**src/rtl/mult_share_ctrl.sv**
```systemverilog
// mult_share_ctrl
//   Two-port round-robin arbiter and sequencer for one shared iterative
//   unsigned shift-add multiplier. Each accepted operand pair runs WIDTH
//   partial-product steps (one per clock); the 2*WIDTH-bit product is then
//   held until the owning requester takes it.
//
// Ports
//   clk          rising-edge clock
//   rst          synchronous reset, active-high
//   req0_*       requester 0 operand handshake (valid/ready, m, q)
//   req1_*       requester 1 operand handshake (valid/ready, m, q)
//   rsp0_*       requester 0 product handshake (valid/ready)
//   rsp1_*       requester 1 product handshake (valid/ready)
//   rsp_product  product {A,Q}; meaningful only while a rsp valid is high
//   busy         high while a multiply is running or waiting to be taken
//   owner        id of the current or most recently granted requester
module mult_share_ctrl #(
  parameter int WIDTH = 4,
  parameter int CNT_W = 4
) (
  input  logic               clk,
  input  logic               rst,
  input  logic               req0_valid,
  input  logic [WIDTH-1:0]   req0_m,
  input  logic [WIDTH-1:0]   req0_q,
  output logic               req0_ready,
  input  logic               req1_valid,
  input  logic [WIDTH-1:0]   req1_m,
  input  logic [WIDTH-1:0]   req1_q,
  output logic               req1_ready,
  output logic               rsp0_valid,
  input  logic               rsp0_ready,
  output logic               rsp1_valid,
  input  logic               rsp1_ready,
  output logic [2*WIDTH-1:0] rsp_product,
  output logic               busy,
  output logic               owner
);

  typedef enum logic [1:0] {
    S_IDLE = 2'd0,
    S_RUN  = 2'd1,
    S_DONE = 2'd2
  } state_t;

  localparam logic [CNT_W-1:0] CNT_INIT = CNT_W'(WIDTH);
  localparam logic [CNT_W-1:0] CNT_LAST = CNT_W'(1);

  state_t           state_reg;
  logic [WIDTH-1:0] a_reg;
  logic [WIDTH-1:0] q_reg;
  logic [WIDTH-1:0] m_reg;
  logic             c_reg;
  logic [CNT_W-1:0] count_reg;
  logic             owner_reg;

  logic             grant0;
  logic             grant1;
  logic             rsp_take;
  logic [WIDTH-1:0] addend;
  logic [WIDTH:0]   sum;

  // Grant is combinational in IDLE. Under contention the requester that
  // did not win last time is served, so owner resetting to 1 lets
  // requester 0 win the very first contention.
  always_comb begin
    grant0 = 1'b0;
    grant1 = 1'b0;
    if (state_reg == S_IDLE) begin
      grant0 = req0_valid && (!req1_valid || owner_reg);
      grant1 = req1_valid && (!req0_valid || !owner_reg);
    end
  end

  // Only the owner's ready can release DONE; the other side is ignored.
  assign rsp_take = owner_reg ? rsp1_ready : rsp0_ready;

  // {C,A} forms a WIDTH+1 bit accumulator so the carry out of the add
  // is shifted into A rather than dropped.
  assign addend = q_reg[0] ? m_reg : '0;
  assign sum    = {c_reg, a_reg} + {1'b0, addend};

  always_ff @(posedge clk) begin
    if (rst) begin
      state_reg <= S_IDLE;
      a_reg     <= '0;
      q_reg     <= '0;
      m_reg     <= '0;
      c_reg     <= 1'b0;
      count_reg <= '0;
      owner_reg <= 1'b1;
    end else begin
      case (state_reg)
        S_IDLE: begin
          if (grant0 || grant1) begin
            a_reg     <= '0;
            c_reg     <= 1'b0;
            q_reg     <= grant1 ? req1_q : req0_q;
            m_reg     <= grant1 ? req1_m : req0_m;
            count_reg <= CNT_INIT;
            owner_reg <= grant1;
            state_reg <= S_RUN;
          end
        end
        S_RUN: begin
          // {C,A,Q} <= {0, c_n, s, Q} >> 1
          c_reg     <= 1'b0;
          a_reg     <= sum[WIDTH:1];
          q_reg     <= {sum[0], q_reg[WIDTH-1:1]};
          count_reg <= count_reg - CNT_LAST;
          if (count_reg == CNT_LAST) begin
            state_reg <= S_DONE;
          end
        end
        S_DONE: begin
          if (rsp_take) begin
            state_reg <= S_IDLE;
          end
        end
        default: begin
          state_reg <= S_IDLE;
        end
      endcase
    end
  end

  assign req0_ready  = grant0;
  assign req1_ready  = grant1;
  assign rsp0_valid  = (state_reg == S_DONE) && !owner_reg;
  assign rsp1_valid  = (state_reg == S_DONE) && owner_reg;
  assign rsp_product = {a_reg, q_reg};
  assign busy        = (state_reg != S_IDLE);
  assign owner       = owner_reg;

endmodule
```
**config.mk**
```make
export PLATFORM = sky130hd
export DESIGN_NAME = mult_share_ctrl
export DESIGN_NICKNAME = d
export VERILOG_FILES = /design/src/rtl/mult_share_ctrl.sv
export SDC_FILE = /design/constraint.sdc
export NUM_CORES = 1
export LEC_CHECK = 0
export ABC_AREA = 1
export CORE_UTILIZATION = 50
export CTS_BUF_LIST = sky130_fd_sc_hd__clkbuf_8 sky130_fd_sc_hd__clkbuf_16
export DETAILED_ROUTE_END_ITERATION = 7
export PLACE_DENSITY_LB_ADDON = 0.08
export SYNTH_ARGS = -nofsm -noshare
export SYNTH_HDL_FRONTEND = slang
export SYNTH_SLANG_ARGS = --single-unit
```
**constraint.sdc**
```tcl
create_clock -name clk -period 3.22 [get_ports clk]
set_input_delay 0.966 -clock clk [delete_from_list [all_inputs] [get_ports clk]]
set_output_delay 0.966 -clock clk [all_outputs]
set_load 0.03 [all_outputs]
```
==> flow_summary.yaml, run 1 <==
cts:
  path_clk_slew_ps: 70
  clockBufferDepth: 2
  root_buffer: "clkbuf_8"
  cts.sinks: 19
  htreeDepth: 1
  tritoncts: "done"
  hold_buffers: 0
  cts-resized-gates: 0
  cts_setup_buffers: 0
  clock_latency_ps: 260
  cts_buffers: 3
timing:
  finClkSkew_ps: 1.25
  setup_tns_ps: 0
  period_needed_ps: 3020
  fmax_mhz: 331
  worstMarginPinSlew_ps: 437
  fin_crit_sh: 0.939
  finalMaxSlewViolations: 0
  rsz0062_at_grt: "false"
  hold_viol: 0
  relSlewSlack: 0.708
  setup_viol: 0
critical_path:
  required_ps: 2250
  path_class: "primary input to output port"
  startpoint_type: "primary input"
  r2r_cells: 7
  worstPathMaxFanout: 5
  worst_setup_path_end_kind: "output port"
  r2r_setup_slack_ps: 1530
  arrival_ps: 2060
  r2r-end: "a_reg[0]$_SDFFE_PP0P_"
  r2r-start: "q_reg[0]$_SDFFE_PP0P_"
routing:
  routed_wl_um: 2530
  drc_errors: 0
  met1_length_um: 1210
  met2_length_um: 1190
  vias: 1190
  highest_layer: "met4"
  wl_met3_um: 91
  drt_pass1_iterations: 6
  drtAntennaViolNets: 0
  drt-initial-drc-count: 21
  wire_per_inst_um: 10.6
  viasPerCell: 5.00
synthesis:
  synth_nets: 202
  ys.flop_type: "dfxtp_1"
  synth_cell_types: 26
  synthMuxAreaShare: 0
  postSynthCellCount: 173
  synth-edff-count: 0
  synthAdderAreaFrac: 0.0806
  synth_compound_area_frac: 0.159
  synthSimpleGateAreaFrac: 0.299
  ys_ff_latch: 19
  synth_top_family_by_area: "simple AND/OR/NAND/NOR gates"
  synthXorXnorAreaFrac: 0
  ys_warn_count: 0
  syn_area_um2: 1180
  synth-seq-area-share: 0.322
  syn_avg_cell_area_um2: 6.82
  postSynth.asyncResetShare: 0
min_path:
  hp-start: "count_reg[3]$_SDFFE_PP0P_"
  hold_path_end: "count_reg[3]$_SDFFE_PP0P_"
  hp-class: "flop to flop"
  min_delay_path_depth: 2
pwr:
  power_switching_uw: 390
  pwr-share-comb: 0.476
  switching_share: 0.419
  power_density_nw_per_um2: 585
  p_int_uw: 541
  leakage_uw: 0.000777
  pwr-share-clk: 0.176
  peakVddDrop_mv: 0.427
  seqPwrFrac: 0.347
final_layout:
  fillerInstances: 197
  stdcell_area_um2: 1590
  finalCoreUtilization: 0.720
  final_common_cell: "nand2_1"
  area.growth.synth_to_final_pct: 35.0
  final_cell_mix: "nand2_1, inv_1, clkdlybuf4s50_1"
  diodes: 0
  drive_gt1_frac: 0.100
  fin_nets: 240
  stdcell_count: 238
floorplan:
  initial_core_util: 0.533
  dieArea_um2: 2560
  io_pins: 36
  core_um2: 2210
  die-width_um: 50.6
  row_count: 17
  die_y_um: 50.6
global_route:
  grt_overflow_total: 0
  grt_pass1_vias: 1003
  grt_max_degree: 14
  grt_pass1_wl_um: 4220
  grt_util_all_layers: 0.217
  antenna_found_initial: 0
place:
  dp_hpwl_um: 1950
  place_area_um2: 1550
  dp_cells: 234
  io_buffers: 35
  place_congestion: 0.782
flow_run:
  maxCapViolCount: 0
run_status:
  status: "finished, final reports clean"
-- logic make-up (layout without fill, tap and decap cells) --
logic type,count (synthesis),count (layout)
AO/OA/AOI/OAI,30,30
flip-flops,19,19
adder cells (fa/ha/maj),7,7
buffers and inverters,40,77
AND/OR/NAND/NOR,77,77
-- synthesized netlist by cell type (2+ instances only) --
cell type | instances | area share
a21oi_1 | 14 | 0.059
a21oi_2 | 3 | 0.022
dfxtp_1 | 19 | 0.32
ha_1 | 6 | 0.064
inv_1 | 32 | 0.10
inv_2 | 3 | 0.0095
nand2_1 | 45 | 0.14
nand3_1 | 13 | 0.055
nand3_2 | 4 | 0.034
nand4_1 | 4 | 0.021
nor2_1 | 7 | 0.022
nor3_1 | 2 | 0.0085
o21a_1 | 4 | 0.025
o21ai_0 | 5 | 0.021
-- power by group through the flow --
stage	Combinational [uW]	Sequential (uW)	Clock (uW)
floorplan	286	354	0
global placement	432	327	0
detailed placement	443	328	0
CTS	445	323	164
global route	497	331	174
finish	444	324	164
-- how the worst max path moves through the flow --
stage                     slack [ps]  cells after the start          to        from
after global placement           220                      5  req1_ready  req0_valid
after floorplan                  620                      2  req0_ready  req1_valid
after detailed placement         190                      5  req1_ready  req0_valid
after CTS                        190                      5  req1_ready  req0_valid
after global routing             120                      5  req1_ready  req0_valid
final                            200                      5  req1_ready  req0_valid
-- critical path: stages --
cell and delay, ps:
clkdlybuf4s50_1 540, nand2_1 160, nand3_2 130, clkinv_2 90, buf_4 170
-- through the flow --
stage                     power, uW  worst slack, ps  hold WS (ps)
after detailed placement        771              193           479
after CTS                       933              189           490
after global placement          759              220           453
after global routing           1000              120           511
final                           931              197           494
after floorplan                 640              618           444
-- area by class of cell --
type	count	area [um^2]	share of cell area
clock inverters	1	3.75	0.00236
well taps	28	35.0	0.0220
inverters	36	136	0.0856
clock buffers	3	41.3	0.0259
multi-input cells	114	636	0.399
flip-flops and latches	19	380	0.239
repair buffers	37	360	0.226
-- per-layer routing --
metal / up-vias / GRT usage
met5: - / 0
met4: 0 / 0.0833
met3: 5 / 0.0273
met2: 30 / 0.373
met1: 533 / 0.272
li1: 622 / -
No activity file was read; power rests on OpenSTA's default activity.
==> run 2: changes to the inputs <==
- ABC_AREA: 1 -> default
- clock period: 3.22 -> 3.72 ns (I/O delays scaled with it)
==> flow_summary.yaml, run 2 <==
synthesis:
  yosysMostFrequentCell: "dfxtp_1"
  syn_area_um2: 1240
  synth_nets: 173
  synthTopCellsByArea: "dfxtp_1, ha_1, a21oi_1"
  postSynth.asyncResetShare: 0
  ys_ff_latch: 19
  synth_cell_types: 39
  ys_warn_count: 0
  syn_avg_cell_area_um2: 8.61
  synth_top_area_cell: "dfxtp_1"
  synth-seq-area-share: 0.307
  synth_common_cells: "dfxtp_1, a21oi_1, nor2b_1"
  synth_top_cell_area_share: 0.307
  synth-edff-count: 0
  postSynthCellCount: 144
  ys.flop_type: "dfxtp_1"
critical_path:
  path_class: "primary input to output port"
  crit_cells: 4
  r2r-end: "a_reg[3]$_SDFFE_PP0P_"
  arrival_ps: 2390
  slowest_stage: "clkdlybuf4s50_1"
  crit_path_start: "req0_valid"
  cp_cell_sequence: "clkdlybuf4s50_1 -> nand2_2 -> and3_1 -> buf_4"
  required_ps: 2600
  timing.critical_path.to: "req1_ready"
  crit_buf_inv: 2
  worstPathMaxFanout: 13
  cpPeakStageDelay_ps: 580
  r2r_cells: 7
  r2r_setup_slack_ps: 1940
  startpoint_type: "primary input"
  worst_setup_path_end_kind: "output port"
  r2r-start: "q_reg[0]$_SDFFE_PP0P_"
  crit_family: "buffers and inverters"
pwr:
  peakVddDrop_mv: 0.187
  power_switching_uw: 177
  power_uw: 549
  pwr-share-comb: 0.289
  pwr-share-clk: 0.271
  power_density_nw_per_um2: 338
  p_int_uw: 372
  switching_share: 0.323
  leakage_uw: 0.000619
  seqPwrFrac: 0.439
global_route:
  grt_overflow_total: 0
  grt_pass1_wl_um: 4750
  grt_max_degree: 21
  grt_pass1_vias: 1102
  antenna_found_initial: 0
  grt_util_all_layers: 0.238
final_layout:
  final_cell_mix: "clkdlybuf4s50_1, dfxtp_1, a21oi_1"
  fillerInstances: 190
  stdcell_area_um2: 1630
  final_common_cell: "clkdlybuf4s50_1"
  drive_gt1_frac: 0.0805
  diodes: 0
  fin_nets: 204
  finalCoreUtilization: 0.715
  area.growth.synth_to_final_pct: 31.3
place:
  place_area_um2: 1580
  io_buffers: 35
  place_congestion: 0.794
  dp_hpwl_um: 2180
timing:
  hold_viol: 0
  worstMarginPinSlew_ps: 697
  fmax_mhz: 285
  setup_tns_ps: 0
  rsz0062_at_grt: "false"
  finClkSkew_ps: 2.33
  relSlewSlack: 0.534
  finalMaxSlewViolations: 0
  setup_viol: 0
  fin_crit_sh: 0.942
  period_needed_ps: 3500
routing:
  routed_wl_um: 2890
  drtAntennaViolNets: 0
  drc_errors: 0
  viasPerCell: 5.80
  vias: 1172
  drt_pass1_iterations: 5
  drt-initial-drc-count: 23
  wire_per_inst_um: 14.3
floorplan:
  die_y_um: 51.8
  core_um2: 2280
  row_count: 17
  initial_core_util: 0.545
  die-width_um: 51.8
  io_pins: 36
  dieArea_um2: 2680
cts:
  root_buffer: "clkbuf_8"
  htreeDepth: 1
  path_clk_slew_ps: 80
  cts_setup_buffers: 0
  hold_buffers: 0
  clockBufferDepth: 2
  cts_buffers: 3
  cts.sinks: 19
  clock_latency_ps: 260
  cts-resized-gates: 0
  tritoncts: "done"
min_path:
  hp-class: "flop to flop"
flow_run:
  maxCapViolCount: 0
run_status:
  status: "finished, final reports clean"
[run 2: cell types whose count changed in the layout (fill, tap and decap cells not counted), moves of 6 or more]
cell,change
nand2_1,-39
and2_1,+7
nand3_1,-12
nor2b_1,+8
inv_1,-27
a2111oi_0,+6
[run 2: worst min path at each step]
stage | end | cells after the start | slack, ps | start
after floorplan | m_reg[0]$_SDFFE_PP0P_ | 2 | 480 | m_reg[0]$_SDFFE_PP0P_
after global placement | count_reg[0]$_SDFFE_PP0P_ | 2 | 490 | count_reg[0]$_SDFFE_PP0P_
after detailed placement | m_reg[0]$_SDFFE_PP0P_ | 2 | 500 | m_reg[0]$_SDFFE_PP0P_
after CTS | m_reg[0]$_SDFFE_PP0P_ | 2 | 520 | m_reg[0]$_SDFFE_PP0P_
after global routing | m_reg[1]$_SDFFE_PP0P_ | 2 | 540 | m_reg[1]$_SDFFE_PP0P_
final | m_reg[1]$_SDFFE_PP0P_ | 2 | 520 | m_reg[1]$_SDFFE_PP0P_
[run 2: kinds of logic after synthesis]
| kind of cell | count (synthesis) | share of synthesized area |
|---|---|---|
| XOR/XNOR | 2 | 0.0141 |
| AND/OR/NAND/NOR | 58 | 0.304 |
| AO/OA/AOI/OAI | 37 | 0.212 |
| adder cells (fa/ha/maj) | 7 | 0.0767 |
| multiplexers | 2 | 0.0161 |
| buffers and inverters | 19 | 0.0706 |
| flip-flops | 19 | 0.307 |
[run 2: layer usage]
| layer | vias up | wire (um) | GRT usage |
|---|---|---|---|
| met5 | - | 0 | 0 |
| met4 | 0 | 44 | 0.0991 |
| met3 | 4 | 104 | 0.0175 |
| met2 | 29 | 1470 | 0.437 |
| met1 | 539 | 1270 | 0.282 |
| li1 | 600 | - | - |
[run 2: stage by stage]
step / cells / hold WS [ps] / worst slack (ps)
final: 202 / 518 / 216
after detailed placement: 198 / 501 / 238
after global routing: 202 / 543 / 168
after global placement: 198 / 487 / 293
after floorplan: 144 / 480 / 830
after CTS: 202 / 515 / 234
[run 2: layout make-up]
cell class              count  area [um^2]  share of cell area
multi-input cells         106          772               0.474
repair buffers             38          368               0.226
well taps                  28         35.0              0.0215
clock inverters             1         5.00             0.00307
flip-flops and latches     19          380               0.234
clock buffers               3         41.3              0.0254
inverters                   7         26.3              0.0161
[run 2: worst reg2reg max path, cell delays in order, from the launching register on]
cell and delay [ps]:
dfxtp_1 420, and2_1 160, ha_1 160, inv_1 60, fa_1 400, nor2b_1 130, o21ai_0 110, a221oi_2 250
[run 2: power groups by stage]
stage / Combinational, uW / Clock [uW] / Sequential (uW)
4_1_cts: 159 / 152 / 241
6_report: 159 / 149 / 241
5_1_grt: 172 / 160 / 245
2_1_floorplan: 90.0 / 0 / 255
3_3_place_gp: 155 / 0 / 245
3_5_place_dp: 158 / 0 / 246
